File: config.mk
export PLATFORM = sky130hd
export DESIGN_NAME = store_buffer
export DESIGN_NICKNAME = d
export VERILOG_FILES = /design/src/rtl/store_buffer.sv
export SDC_FILE = /design/constraint.sdc
export NUM_CORES = 1
export LEC_CHECK = 0
export BUFFER_PORTS_ARGS = -buffer_cell sky130_fd_sc_hd__buf_2
export CAP_MARGIN = 30
export CORE_MARGIN = 4
export CORE_UTILIZATION = 41
export CTS_CLUSTER_SIZE = 12
export DETAILED_ROUTE_END_ITERATION = 10
export PLACE_DENSITY = 0.66
export RECOVER_POWER = 50
export SYNTH_ARGS = -nofsm -noshare
export SYNTH_HDL_FRONTEND = slang
export SYNTH_SLANG_ARGS = --single-unit
File: constraint.sdc
create_clock -name clk -period 9.4 [get_ports clk]
set_input_delay 0.47 -clock clk [delete_from_list [all_inputs] [get_ports clk]]
set_output_delay 0.47 -clock clk [all_outputs]
set_load 0.005 [all_outputs]
File: src/rtl/store_buffer.sv
// Posted-write store queue between the core load/store path and data memory.
// Latency: stores retire in zero cycles, reach memory no earlier than the next cycle; loads pass through combinationally.
// Backpressure: stall on full queue, on a load overlapping a queued store, or on a fence while non-empty; drains wait on mem_ready.
module store_buffer #(
  parameter int DEPTH = 4,
  parameter int AW    = 32
) (
  input  logic                       clk,
  input  logic                       rst_n,
  input  logic                       st_valid,
  input  logic [AW-1:0]              st_addr,
  input  logic [31:0]                st_data,
  input  logic [2:0]                 st_funct3,
  input  logic                       ld_valid,
  input  logic [AW-1:0]              ld_addr,
  input  logic [2:0]                 ld_funct3,
  input  logic                       fence_req,
  output logic                       stall,
  input  logic                       mem_ready,
  output logic                       mem_we,
  output logic [AW-1:0]              mem_addr,
  output logic [31:0]                mem_wd,
  output logic [2:0]                 mem_funct3,
  output logic [$clog2(DEPTH):0]     count,
  output logic                       empty
);

  localparam int PW = $clog2(DEPTH);
  localparam int CW = PW + 1;

  typedef struct packed {
    logic [AW-1:0] addr;
    logic [31:0]   data;
    logic [2:0]    funct3;
  } entry_t;

  entry_t            entries_q [DEPTH];
  logic [DEPTH-1:0]  valid_q;
  logic [PW-1:0]     head_q;
  logic [PW-1:0]     tail_q;
  logic [CW-1:0]     count_q;
  logic [CW-1:0]     count_d;
  logic              empty_q;

  logic              full;
  logic              hz;
  logic              ld_serve;
  logic              drain;
  logic              enq;
  logic [AW:0]       ld_lo;
  logic [AW:0]       ld_hi;
  logic [DEPTH-1:0]  hit;

  // Byte span of an access; ranges are one bit wider than the address so
  // a span ending past the top of memory never wraps back to zero.
  function automatic logic [AW:0] span(input logic [2:0] f3);
    case (f3[1:0])
      2'b00:   span = (AW+1)'(1);
      2'b01:   span = (AW+1)'(2);
      default: span = (AW+1)'(4);
    endcase
  endfunction

  assign ld_lo = {1'b0, ld_addr};
  assign ld_hi = ld_lo + span(ld_funct3) - (AW+1)'(1);

  for (genvar i = 0; i < DEPTH; i++) begin : g_cmp
    logic [AW:0] st_lo;
    logic [AW:0] st_hi;
    assign st_lo  = {1'b0, entries_q[i].addr};
    assign st_hi  = st_lo + span(entries_q[i].funct3) - (AW+1)'(1);
    assign hit[i] = valid_q[i] && (ld_lo <= st_hi) && (st_lo <= ld_hi);
  end

  assign hz       = |hit;
  assign full     = (count_q == CW'(DEPTH));
  assign ld_serve = ld_valid && !hz;
  assign drain    = !empty_q && mem_ready && !ld_serve;
  assign enq      = st_valid && !ld_valid && (!full || drain);

  assign stall = (ld_valid && hz) || (st_valid && !enq) || (fence_req && !empty_q);

  // Memory port mux: head entry while draining, otherwise the load address.
  always_comb begin
    mem_we     = 1'b0;
    mem_addr   = ld_addr;
    mem_funct3 = ld_funct3;
    mem_wd     = 32'd0;
    if (drain) begin
      mem_we     = 1'b1;
      mem_addr   = entries_q[head_q].addr;
      mem_wd     = entries_q[head_q].data;
      mem_funct3 = entries_q[head_q].funct3;
    end
  end

  // Occupancy after this cycle's push/pop.
  always_comb begin
    count_d = count_q;
    case ({enq, drain})
      2'b10:   count_d = count_q + CW'(1);
      2'b01:   count_d = count_q - CW'(1);
      default: count_d = count_q;
    endcase
  end

  // Entry payload storage; validity is tracked separately so no reset needed here.
  always_ff @(posedge clk) begin
    if (enq) begin
      entries_q[tail_q] <= '{addr: st_addr, data: st_data, funct3: st_funct3};
    end
  end

  // Pointers, valid bits and occupancy; reset discards every pending store.
  always_ff @(posedge clk or negedge rst_n) begin
    if (!rst_n) begin
      valid_q <= '0;
      head_q  <= '0;
      tail_q  <= '0;
      count_q <= '0;
      empty_q <= 1'b1;
    end else begin
      if (drain) begin
        valid_q[head_q] <= 1'b0;
        head_q          <= head_q + 1'b1;
      end
      // Placed after the pop so a full-queue push into the freed slot wins.
      if (enq) begin
        valid_q[tail_q] <= 1'b1;
        tail_q          <= tail_q + 1'b1;
      end
      count_q <= count_d;
      empty_q <= (count_d == '0);
    end
  end

  assign count = count_q;
  assign empty = empty_q;

endmodule

**Word-level counts from Yosys, hierarchy flattened**

Memory sizes are Yosys's and may differ from the RTL's.
Cells that the tools add are included.

- $add $sub $neg: 14
- $lt $le $gt $ge: 12
- Equal/unequal tests: 8
- Mux-type cells: 18
- Bitwise logic cells: 3
- Reduce and logical (&&, ||, !) cells: 34

Operator list:

| operator | number |
|---|---|
| $le 32x33->1 | 8 |
| $add 32x33->33 | 5 |
| $sub 33x1->33 const B | 5 |
| $mux 32 | 2 |
| $pmux 3 s2 | 6 |
| $logic_and 1x1->1 | 18 |
| $eq 2x1->1 const B | 6 |
| $logic_not 2->1 | 5 |
| $mux 4 | 2 |
| $logic_not 1->1 | 6 |
| $lt 2x3->1 const B | 2 |
| $mux 1 | 5 |
| $add 2x1->2 const B | 2 |
| $and 4x4->4 | 1 |
| $demux 1 s2 | 2 |
| $ge 2x1->1 const B | 2 |
| $not 4->4 | 1 |
| $or 4x4->4 | 1 |
| $reduce_or 4->1 | 1 |
| $add 3x1->3 const B | 1 |
| $eq 3x3->1 const B | 1 |
| $logic_not 3->1 | 1 |
| $logic_or 1x1->1 | 3 |
| $mux 3 | 1 |
| 2 further kinds | 2 |

- Register bits: 12
- Memory bits (writable): 268
- Output and inout port bits: 73
- Memories: 1

Memory list:

| memory | depth | width | rd ports | clocked after memory_dff | wr ports | RTL line | text |
|---|---|---|---|---|---|---|---|
| entries_q | 4 | 67 | 5 | 0 | 1 | 37 | `entry_t entries_q [DEPTH];` |

**Longest topological paths before layout**

Gate-level depths: netlist of run 1.
An unclocked memory read counts as a cell.

- Depth in word-level cells: 19
- Depth in mapped cells: 38
- Mapped depth without buffers: 36

**Least setup slack after synthesis of run 1**

Ideal clock, no wire load.

- Path kind: input to register
- Start point: in ld_funct3[1]
- End point: reg count_q[2] (netlist: count[2])
- Library setup time: 0.127 ns
- Arrival time: 6.807 ns
- Required time: 9.273 ns
- Slack: 2.465 ns
- Stages: 32
- Buffers on the path: 2
- Cell sequence: or2_2 ha_1 inv_1 ha_1 fa_1 a21oi_1 o21ai_0 o31ai_1 a31o_2 or2_2 a41oi_1 nand4_1 a31oi_1 a21o_1 a21oi_1 xor2_1 ha_1 nand2_1 or3_1 or4_1 o22ai_1 a221oi_4 a31o_4 buf_8 buf_6 inv_2 nand2_1 fa_1 or3_1 o211ai_1 o311ai_0 or2_2

- Word-level cells in the longest chain between the ends: 15
- Elaborated cells between the ends (all ways): 23
- Classes of those cells: add/sub (2); order compare (4); eq/ne (3); mux (2); reduce/logical (12)

RTL lines:

| item | RTL line | text |
|---|---|---|
| start: declaration | 16 | `input logic [2:0] ld_funct3,` |
| $eq 2x1->1 or $logic_not 2->1 (tied branches) | 57 | `case (f3[1:0])` |
| $pmux 3 s2 (*) | 57 |  |
| $add 32x33->33 (*) | 65 | `assign ld_hi = ld_lo + span(ld_funct3) - (AW+1)'(1);` |
| $sub 33x1->33 (*) | 65 |  |
| $le 32x33->1 | 72 | `assign hit[i] = valid_q[i] && (ld_lo <= st_hi) && (st_lo <= ld_hi);` |
| $logic_and 1x1->1 | 72 |  |
| $reduce_or 4->1 (*) | 75 | `assign hz = \|hit;` |
| $logic_not 1->1 (*) | 77 | `assign ld_serve = ld_valid && !hz;` |
| $logic_and 1x1->1 (*) | 77 |  |
| $logic_not 1->1 (*) | 78 | `assign drain = !empty_q && mem_ready && !ld_serve;` |
| $logic_and 1x1->1 (*) | 78 |  |
| $logic_or 1x1->1 | 79 | `assign enq = st_valid && !ld_valid && (!full \|\| drain);` |
| $logic_and 1x1->1 | 79 |  |
| $eq 2x1->1 or $eq 2x2->1 (tied branches) | 100 | `case ({enq, drain})` |
| $pmux 3 s2 (*) | 100 |  |
| via count_d[2] | 42 | `logic [CW-1:0] count_d;` |
| end signal: assignment | 132 | `count_q <= count_d;` |
| end: declaration | 41 | `logic [CW-1:0] count_q;` |

The timed path passes the listed nets; every way through them passes the cells marked *.
A chain may end at the register's enable or synchronous reset.

==> summary.txt, run 1 <==
Timing
  – Total of endpoints with negative setup slack in the final report: 0
  – Ratio of final minimum period to clock period: ~94%
  – Max-Slew Margin vs Limit: -79.80%
  – Min cycle time layout: just under 9 ns
  – Max-slew violations: 64
  – Number of failing hold endpoints at the final stage: 0
  – F_max: between 0.1 and 0.15 GHz
  – Worst Tran Pin Value: around 2.7 ns
  – Setup TNS after final layout: 0 ns
  – Final worst clock skew: approximately 0.035 ns
  – Unrepaired setup endpoints after global routing: false

Floorplan
  – Core area: slightly below 60,000 um2
  – Die Y-Extent: 253.8 um
  – # IOs: 181
  – Die footprint: ~64,000 um2
  – Chip width: ~250 um
  – FP Rows: 89
  – Initial cell density of the core: between 40% and 50%

Cells and area
  – Post-layout nets: around 3,200
  – Fraction of layout cells with a size suffix above 1: 10.46%
  – Most used cells in the layout excluding fill and tap cells: 434 x ha_1, 268 x edfxtp_1, 265 x inv_1
  – Non-filler cells in the finished layout: 3,414
  – Most frequent standard cell in the layout excluding fill and tap cells: ha_1
  – Number of filler instances in the final layout: roughly 5,700
  – Area grow syn2layout: 11.11%

Global routing
  – Largest net degree at the start of global routing: around 110
  – Via count of the first global-routing pass: 20,150
  – GRT Util Overall: about a quarter
  – Initial antenna violation count: 3
  – GR Overflow Total: 0
  – First-pass GRT wire length: roughly 120,000 um

Critical path
  – Critical path's largest stage delay: just under 0.6 ns
  – Launching point of the worst reg2reg path: entries_q[2][1]$_DFFE_PP_
  – Worst reg-to-reg setup slack: about 1.2 ns
  – Setup crit end kind: primary output
  – Required time reported for the critical path endpoint: roughly 8.9 ns
  – Crit-path slowest cell: o21ai_1
  – CP Class: reg -> out
  – Crit path launch: entries_q[2][1]$_DFFE_PP_
  – Highest fanout seen on the critical path: between 100 and 150
  – Worst Setup Start Kind: flip-flop
  – CP Data Arrival Time: between 8 and 9 ns

Clocking
  – CTS Sinks: 280
  – Maximum number of buffers from clock root to sink: 3
  – Buffer type at the clock tree root: clkbuf_16
  – H-tree depth: 1
  – Clock tree from TritonCTS: built
  – Number of CTS-inserted buffers: 31
  – Number of buffers inserted by post-CTS setup repair: 0
  – Post-cts hold buffer count: 1
  – Clock-pin transition on the worst setup and hold timing paths: about 0.060 ns
  – Cells resized by post-CTS repair: 0
  – Worst-skew pair later-pin latency: about 0.59 ns

Synthesis
  – Fraction of synthesized area in multiplexers: under 10%
  – Biggest area contributors in the synthesized netlist: edfxtp_1 32%, ha_1 22%, mux4_2 6.1%
  – Number of standard cells after synthesis: around 2,400
  – Number of unique standard cell types used by synthesis: 80
  – Post-synthesis instance area: between 20,000 and 25,000 um2
  – Combinational family with the most area after synthesis: adder cells
  – Async SR Flop Fraction: 4.286%
  – Synth Register Bits: 280
  – Synth Area in Simple Gates: approximately 11%
  – Fraction of synthesized cell area taken by the top area cell type: 32.49%
  – Post-Synth Adder-Cell Area: between 20% and 30%
  – Cell type contributing the most total cell area after synthesis: edfxtp_1
  – Post-synth EDFFs: approximately 270
  – Most used DFF post-synth: edfxtp_1
  – Net count after synthesis: approximately 3,000
  – XOR/XNOR Fraction of Synth Area: around 4.9%
  – Compound-gate portion of the synthesized area: between 10% and 20%
  – Number of warnings reported in the yosys synthesis log: 0
  – Mean cell area of the mapped netlist: slightly above 10 um2
  – Sequential cell area fraction in the yosys report: between 30% and 40%

Drt
  – Detailed router's first-iteration violation count: ~1,600
  – Via count: around 20,000
  – Number of nets still failing antenna checks after routing: 0
  – Via density per instance: between 5 and 6
  – Post-Route WL: ~80,000 um
  – Remaining routing DRC violations: 0
  – Routed len/inst: around 24 um
  – First-pass detailed-route iteration total: 5

Power
  – Largest voltage drop on the vdd net: approximately 160 uV
  – Lkg Pwr: between 0.01 and 0.015 uW
  – Int Pwr: 3409 uW
  – Fraction of power consumed by the clock network: between 20% and 30%
  – Relative contribution of sequential cells to total power: 29.8%
  – Switching component of the power: between 2000 and 2500 uW
  – Pwr per Cell Area: ~200 nW/um2
  – Proportion of total power due to net switching: 39.73%
  – Part of the power in combinational logic: slightly below 50%
  – Final Power: approximately 5700 uW

Worst hold path
  – Hold wc startpoint: st_data[26]
  – Type of the most critical hold path: in -> reg

Run
  – Number of max-cap violations: 2

Place
  – Half-perimeter wire length after placement: 65,170 um
  – # placed instances: approximately 3,400
  – Number of I/O port buffers: 180
  – Placer's final routability congestion estimate: 0.9602

Status
  – Violated checks: max-capacitance violations, max-slew violations
  – Outcome: finished with violations
## cells in the mapped netlist, types with 27 or more instances
master,instances
nand3_1,48
edfxtp_1,268
nand2_1,133
nor3_1,33
o21ai_0,124
nand2b_1,27
xor2_1,71
mux4_2,67
ha_1,434
xnor2_1,67
nor2_1,99
o21bai_1,27
a21oi_1,191
inv_1,265
nor2b_1,51
a21o_1,101
nand4_1,53
## layout make-up
class                           instances  area (um2)  area share (%)
Sequential cell                       280        8357           30.37
Multi-Input combinational cell       1839       15270           55.48
Antenna cell                            2       5.005         0.01819
Clock inverter                         13       128.9          0.4683
Clock buffer                           41       823.3           2.992
Timing Repair Buffer                  199       968.4           3.519
Inverter                              267        1002           3.642
Tap cell                              773       967.2           3.514
## worst max-delay path, delay by kind of cell, from the launching register on
| family | cells | cell delay, ns |
|---|---|---|
| simple gates | 5 | 1.10 |
| compound gates | 14 | 3.85 |
| fa+ha+maj | 4 | 1.23 |
| flops | 1 | 0.38 |
| xor+xnor | 1 | 0.10 |
| mux | 1 | 0.38 |
| buf+inv | 4 | 0.67 |
## through the flow
step / setup slack (ns) / util [%] / hold slack [ns] / instance area [um2]
2_1_floorplan: 2.465 / - / 0.1744 / 24770
3_3_place_gp: 1.094 / 44.81 / 0.3709 / 26650
3_5_place_dp: 1.002 / 44.81 / 0.3798 / 26650
4_1_cts: 0.5687 / 46.43 / 0.06051 / 27610
5_1_grt: 0.1838 / 46.27 / 0.1347 / 27520
6_report: 0.5604 / 46.28 / 0.1385 / 27520
## metal layers
metal  global-route usage, %  vias up  share of wire (%)
met1                   33.52     9767                 44
met5                       0        -              0.024
met3                   3.306      105                6.6
met2                   41.53      649                 47
li1                        -     9523                  -
met4                   5.987        2                2.3
## final timing paths
check / endpoint / cells past startpoint
worst max-delay path: mem_funct3[0] / 29
worst min-delay path: entries_q[0][29]$_DFFE_PP_ / 1
worst max register to register: empty$_DFF_PN1_ / 35
worst min register to register: valid_q[0]$_DFF_PN0_ / 2
max in group asynchronous: head_q[0]$_DFFE_PN0N_ / 2
min in group asynchronous: count[0]$_DFF_PN0_ / 2
## flip-flops by register name, indices dropped and copies added, names as in the netlist
name and count:
empty 1, count 3, entries_q 268, head_q 2, valid_q 4, tail_q 2
## cells by family (layout without fill, tap and decap cells)
group | Yosys count | count (layout)
buf+inv | 295 | 520
mux | 73 | 73
simple gates | 535 | 535
flops | 280 | 280
fa+ha+maj | 440 | 440
xor+xnor | 138 | 138
compound gates | 653 | 653
other cells | 0 | 2
## power groups by stage
stage / sequential, uW / clock, uW / combinational (uW)
finish: 1680 / 1160 / 2810
detailed placement: 1710 / 0 / 2800
floorplan: 1610 / 0 / 1950
CTS: 1690 / 1190 / 2820
global route: 1700 / 1240 / 3120
global placement: 1700 / 0 / 2760
Power figures use the tool's default switching activity.
==> run 2: changes to the inputs <==
CAP_MARGIN = unset   (was 30)
clock period = 8.5 ns   (was 9.4 ns; I/O delays follow)
==> summary.txt, run 2 (synthesis gave the netlist of run 1 again) <==
Place
  – Placer's final routability congestion estimate: 0.9626 (+0.25%)
  – Number of I/O port buffers: 180 (unchanged)
  – Half-perimeter wire length after placement: 65,340 um (+0.27%)
  – Pre-CTS setup slack: 0.2545 ns (-0.7475 ns)
  – # placed instances: 3,364 (+0.21%)
  – Placed cell area: 26,710 um2 (+0.22%)

Power
  – Largest voltage drop on the vdd net: 202.1 uV (+23%)
  – Lkg Pwr: 0.01223 uW (+0.78%)
  – Pwr per Cell Area: 229.2 nW/um2 (+11%)

Global routing
  – GR Overflow Total: 0 (unchanged)
  – First-pass GRT wire length: 120,700 um (-0.34%)
  – Via count of the first global-routing pass: 20,130 (-0.13%)
  – Largest net degree at the start of global routing: 55 (-48%)
  – Initial antenna violation count: 2 (-1)
  – GRT Util Overall: 24.45% (-0.079 points)

Floorplan
  – Core area: 59,460 um2 (unchanged)
  – Die footprint: 64,400 um2 (unchanged)
  – Chip width: 253.8 um (unchanged)
  – Initial cell density of the core: 41.65% (unchanged)
  – Die Y-Extent: 253.8 um (unchanged)
  – FP Rows: 89 (unchanged)
  – # IOs: 181 (unchanged)

Timing
  – Post-route worst setup slack: 0.2519 ns (-0.3085 ns)
  – Worst Tran Pin Value: 1.795 ns (-0.9025 ns)
  – Unrepaired setup endpoints after global routing: false
  – Final worst clock skew: 0.02161 ns (-0.01370 ns)
  – Number of failing hold endpoints at the final stage: 0 (unchanged)
  – Min cycle time layout: between 8 and 9 ns
  – Setup TNS after final layout: 0 ns (unchanged)
  – Max-slew violations: 44 (-31%)
  – Ratio of final minimum period to clock period: a little over nine tenths
  – F_max: around 0.12 GHz
  – Max-Slew Margin vs Limit: -19.64% (+60 points)
  – Total of endpoints with negative setup slack in the final report: 0 (unchanged)

Cells and area
  – Most used cells in the layout excluding fill and tap cells: 434 x ha_1, 268 x edfxtp_1, 265 x inv_1
  – Post-layout nets: 3,173 (+0.22%)
  – Non-filler cells in the finished layout: 3,422 (+0.23%)
  – Max reg flops: 268 (unchanged)
  – Seq. cell area: 8357 um2 (unchanged)
  – Area grow syn2layout: 11.84%
  – Fraction of the core area covered by cells at the end of the flow: 46.58% (+0.30 points)
  – Area of the multi-input gates: 15,300 um2 (+0.20%)
  – Number of filler instances in the final layout: 5,671 (+0.34%)
  – Most frequent standard cell in the layout excluding fill and tap cells: ha_1
  – Reg with most FFs: entries_q
  – Area of all placed cells without fillers: 27,700 um2 (+0.65%)
  – Fraction of layout cells with a size suffix above 1: 10.95% (+0.49 points)

Run
  – Number of max-cap violations: 2 (unchanged)

Clocking
  – H-tree depth: 1 (unchanged)
  – CTS Sinks: 280 (unchanged)
  – Number of CTS-inserted buffers: 31 (unchanged)
  – Clock tree from TritonCTS: built
  – Worst-skew pair later-pin latency: 0.60 ns (about the same)
  – Clock-pin transition on the worst setup and hold timing paths: 0.06 ns (about the same)
  – Buffer type at the clock tree root: clkbuf_16
  – Maximum number of buffers from clock root to sink: 3 (unchanged)
  – Number of buffers inserted by post-CTS setup repair: 0 (unchanged)

Critical path
  – Number of logic stages on the critical path including buffering: 30 (+3.4%)
  – Crit-path slowest cell: fa_1
  – CP Class: reg -> out
  – Dominant delay contributor by cell family on the critical path: compound AO/OA/AOI/OAI gates
  – Required time reported for the critical path endpoint: 8.08 ns (-0.85 ns)
  – CP Data Arrival Time: 7.82 ns (-0.55 ns)
  – Highest fanout seen on the critical path: 50 (-52%)
  – Buffering stage count on the worst path with inverters included: 5 (+1)
  – Number of cells on the worst reg-to-reg path: 33 (-5.7%)
  – Setup crit end kind: primary output
  – Worst Setup Start Kind: flip-flop
  – Critical path's largest stage delay: 0.42 ns (-0.16 ns)
  – Worst reg-to-reg setup slack: 0.32 ns (-0.88 ns)

Drt
  – First-pass detailed-route iteration total: 5 (unchanged)
  – Via count: 20,290 (+1.2%)
  – Routed len/inst: 23.57 um (about the same)
  – Detailed router's first-iteration violation count: 1,646 (+3.6%)
  – Via density per instance: 5.929 (+0.98%)
  – Remaining routing DRC violations: 0 (unchanged)
  – Number of nets still failing antenna checks after routing: 0 (unchanged)
  – Post-Route WL: 80,640 um (+0.33%)

Status
  – Outcome: finished with violations
  – Violated checks: max-capacitance violations, max-slew violations

Worst hold path
  – Instance count along the most critical hold path: 1 (unchanged)
  – Type of the most critical hold path: in -> reg
## run 2: cell types whose count changed in the layout (fill, tap and decap cells not counted), sizes merged
cell	delta
inv	-1
clkinvlp	-2
clkinv	+2
bufinv	+2
buf	+7
clkbuf	+1
diode	-1
## run 2: layer usage
layer  routed length (um)  track usage [%]
met4                 2773            7.962
met5                    0                0
met1                34280            32.38
met3                 5642            3.623
met2                37950            41.39
## run 2: metrics by stage
stage	hold slack, ns	power, uW
finish	0.09170	6348
global route	0.09341	6796
CTS	0.02126	6382
detailed placement	0.3329	4978
global placement	0.3226	4910
floorplan	0.1294	3943
## run 2: worst paths after layout
check / to / from
max: mem_funct3[0] / entries_q[3][1]$_DFFE_PP_
min: entries_q[0][25]$_DFFE_PP_ / st_data[22]
max reg2reg: count[2]$_DFF_PN0_ / entries_q[3][1]$_DFFE_PP_
min reg2reg: valid_q[1]$_DFF_PN0_ / valid_q[1]$_DFF_PN0_
max in group asynchronous: head_q[0]$_DFFE_PN0N_ / rst_n
min in group asynchronous: count[1]$_DFF_PN0_ / rst_n
## run 2: timing repair
item,CTS,global route
endpoints found under the hold margin,12,0
hold buffers,1,0
gates resized for setup,2,4
setup endpoints to repair,36,32
gates cloned,0,0
## run 2: worst reg2reg max path, delay by kind of cell (launching register included)
family,cells,cell delay (ns)
fa+ha+maj,5,1.61
buf+inv,4,0.41
simple gates,4,0.90
flops,1,0.40
compound gates,19,4.56
xor+xnor,1,0.21
## run 2: layout make-up
class	count	share of cell area [%]
diodes	1	0.009034
clock buffers	42	3.130
clock inverters	14	0.6233
inverters	267	3.618
multi-input cells	1839	55.23
flip-flops and latches	280	30.17
well taps	773	3.492
repair buffers	206	3.731
## run 2: report_power, final
group          total [uW]  switching, uW  internal, uW
registers            1860            163          1690
logic                3120           1780          1340
clock network        1380            549           828
total                6350           2490          3860
==> run 3: changes to the inputs <==
ABC_AREA = 1   (was unset)
==> summary.txt, run 3 <==
Timing
  – Final worst clock skew: 0.03977 ns (+0.01815 ns)
  – Max-slew violations: 0 (-100%)
  – Worst Hold Margin: 0.08324 ns (-0.008465 ns)
  – Max-Slew Margin vs Limit: 7.563% (+27 points)
  – Min cycle time layout: 7.965 ns (-0.2835 ns)
  – Worst Tran Pin Value: 1.387 ns (-0.4080 ns)
  – Number of failing hold endpoints at the final stage: 0 (unchanged)
  – Ratio of final minimum period to clock period: 93.70% (-3.3 points)
  – Setup TNS after final layout: 0 ns (unchanged)
  – Total of endpoints with negative setup slack in the final report: 0 (unchanged)
  – F_max: 0.1256 GHz (+3.6%)
  – Unrepaired setup endpoints after global routing: false

Critical path
  – Worst Setup Start Kind: flip-flop
  – CP Class: reg -> out
  – CP Data Arrival Time: 7.54 ns (-0.28 ns)
  – Critical path's largest stage delay: 0.56 ns (+0.14 ns)
  – Crit-path slowest cell: a21boi_1
  – Most frequent cell on the critical path: nand2_1
  – Required time reported for the critical path endpoint: 8.08 ns (about the same)
  – Highest fanout seen on the critical path: 37 (-26%)
  – Setup crit end kind: primary output

Clocking
  – Maximum number of buffers from clock root to sink: 3 (unchanged)
  – Number of CTS-inserted buffers: 31 (unchanged)
  – Cells resized by post-CTS repair: 0 (-2)
  – H-tree depth: 1 (unchanged)
  – Worst-skew pair later-pin latency: 0.63 ns (+0.03 ns)
  – Buffer type at the clock tree root: clkbuf_16
  – Clock-pin transition on the worst setup and hold timing paths: 0.07 ns (about the same)
  – Clock tree from TritonCTS: built
  – CTS Sinks: 280 (unchanged)

Power
  – Largest voltage drop on the vdd net: 227.8 uV (+13%)
  – Final Power: 6631 uW (+4.5%)
  – Lkg Pwr: 0.01304 uW (+6.7%)
  – Pwr per Cell Area: 235.9 nW/um2 (+2.9%)

Cells and area
  – Seq. cell area: 8354 um2 (about the same)
  – Max reg flops: 268 (unchanged)
  – Area grow syn2layout: 11.05%
  – Most frequent standard cell in the layout excluding fill and tap cells: nand2_1
  – Fraction of layout cells with a size suffix above 1: 8.100% (-2.9 points)
  – Reg with most FFs: entries_q
  – Post-layout nets: 3,737 (+18%)
  – Number of filler instances in the final layout: 5,955 (+5.0%)
  – Fraction of the core area covered by cells at the end of the flow: 46.31% (-0.27 points)
  – Most used cells in the layout excluding fill and tap cells: 587 x nand2_1, 434 x ha_1, 398 x inv_1
  – Area of the multi-input gates: 15,210 um2 (-0.59%)
  – Non-filler cells in the finished layout: 3,994 (+17%)

Synthesis
  – Cell type contributing the most total cell area after synthesis: edfxtp_1
  – Number of warnings reported in the yosys synthesis log: 0 (unchanged)
  – Post-synth EDFFs: 268 (unchanged)
  – Compound-gate portion of the synthesized area: 17.20% (+0.19 points)
  – Most frequent cell after synthesis: nand2_1
  – Async SR Flop Fraction: 4.286% (unchanged)
  – Most used DFF post-synth: edfxtp_1
  – Number of standard cells after synthesis: 3,011 (+25%)
  – Post-Synth Adder-Cell Area: 21.93% (-0.48 points)
  – Mean cell area of the mapped netlist: 8.406 um2 (-18%)
  – Synth Register Bits: 280 (unchanged)
  – Biggest area contributors in the synthesized netlist: edfxtp_1 32%, ha_1 21%, nand2_1 8.7%
  – Fraction of synthesized cell area taken by the top area cell type: 31.79% (-0.70 points)
  – Combinational family with the most area after synthesis: adder cells
  – Most numerous cell types in the synthesized netlist: 587 x nand2_1, 434 x ha_1, 398 x inv_1, 389 x a21oi_1, 268 x edfxtp_1
  – Post-synthesis instance area: 25,310 um2 (+2.2%)
  – Number of unique standard cell types used by synthesis: 63 (-21%)
  – XOR/XNOR Fraction of Synth Area: 5.087% (+0.21 points)
  – Sequential cell area fraction in the yosys report: 32.99% (-0.72 points)
  – Net count after synthesis: 3,559 (+20%)
  – Synth Area in Simple Gates: 15.80% (+4.9 points)
  – Fraction of synthesized area in multiplexers: 0% (-6.4 points)

Floorplan
  – Die footprint: 65,770 um2 (+2.1%)
  – Die Y-Extent: 256.5 um (+1.1%)
  – Core area: 60,700 um2 (+2.1%)
  – # IOs: 181 (unchanged)
  – FP Rows: 90 (+1.1%)
  – Initial cell density of the core: 41.70% (+0.052 points)
  – Chip width: 256.5 um (+1.1%)

Global routing
  – Via count of the first global-routing pass: 20,820 (+3.5%)
  – GRT Util Overall: 23.65% (-0.81 points)
  – GR Overflow Total: 0 (unchanged)
  – Largest net degree at the start of global routing: 80 (+45%)
  – First-pass GRT wire length: 122,000 um (+1.1%)
  – Initial antenna violation count: 4 (+2)

Place
  – Placer's final routability congestion estimate: 0.9803 (+1.8%)
  – # placed instances: 3,935 (+17%)
  – Half-perimeter wire length after placement: 64,090 um (-1.9%)
  – Number of I/O port buffers: 180 (unchanged)

Status
  – Outcome: completed

Drt
  – First-pass detailed-route iteration total: 6 (+1)
  – Via count: 21,800 (+7.4%)
  – Via density per instance: 5.458 (-7.9%)
  – Post-Route WL: 80,900 um (+0.32%)
  – Number of nets still failing antenna checks after routing: 0 (unchanged)
  – Routed len/inst: 20.26 um (-14%)
  – Remaining routing DRC violations: 0 (unchanged)
  – Detailed router's first-iteration violation count: 1,797 (+9.2%)

Worst hold path
  – Type of the most critical hold path: in -> reg

Run
  – Number of max-cap violations: 0 (-2)
[run 3: cell types whose count changed after synthesis, moves of 56 or more]
cell,previous run,this run
mux4_2,67,0
a21o_1,101,19
nand2_1,133,587
a21oi_1,191,389
nor2_1,99,155
inv_1,265,398
[run 3: worst max-delay path: cells and delay by family, from the launching register on]
family | cells | cell delay, ns
and+or+nand+nor | 19 | 2.17
AOI/OAI and AO/OA | 8 | 2.13
adders and majority gates | 4 | 1.16
buffers and inverters | 6 | 0.94
DFF | 1 | 0.38
xor gates and xnor gates | 1 | 0.14
[run 3: logic make-up (layout without fill, tap and decap cells)]
kind of cell,Yosys count,count (layout)
simple gates,948,948
compound gates,734,734
buf+inv,462,661
other cells,0,2
flops,280,280
xor+xnor,147,147
fa+ha+maj,440,440
[run 3: path summary, 6_finish.rpt]
kind,endpoint,start,depth (start not counted),slack (ns)
max,mem_addr[29],entries_q[0][1]$_DFFE_PP_,38,0.54
max reg2reg,entries_q[3][61]$_DFFE_PP_,entries_q[0][1]$_DFFE_PP_,37,0.75
max in group asynchronous,head_q[0]$_DFFE_PN0N_,rst_n,2,7.58
min,entries_q[3][1]$_DFFE_PP_,st_funct3[1],1,0.08
min reg2reg,valid_q[1]$_DFF_PN0_,valid_q[1]$_DFF_PN0_,2,0.51
min in group asynchronous,valid_q[2]$_DFF_PN0_,rst_n,2,0.39
[run 3: metrics by stage]
step                cell area (um2)  worst slack, ns
floorplan                     25310           0.4197
global placement              27140            1.076
global route                  28100          0.09169
finish                        28110           0.5354
CTS                           28220           0.5739
detailed placement            27140           0.9974
[run 3: area by class of cell]
| type | instances | area share, % |
|---|---|---|
| multi-input combinational | 2269 | 54.10 |
| sequential | 280 | 29.72 |
| inverter | 407 | 5.444 |
| timing repair buffer | 200 | 3.516 |
| tap | 782 | 3.481 |
| clock buffer | 38 | 2.853 |
| clock inverter | 16 | 0.8635 |
| antenna | 2 | 0.01780 |
[run 3: where the power goes]
| group | total, uW | switching [uW] | internal [uW] |
|---|---|---|---|
| Clock | 1420 | 575 | 847 |
| Combinational | 3370 | 2190 | 1180 |
| Sequential | 1840 | 144 | 1690 |
[run 3: layer usage]
layer / wire length, um / track usage [%]
met5: 26 / 0
met4: 3273 / 8.259
met3: 6042 / 4.233
met2: 36390 / 38.62
met1: 35170 / 31.72
[run 3: timing repair]
item / in CTS / in global routing
hold buffers: 3 / 0
setup buffers: 0 / 0
hold endpoints to repair: 17 / 0
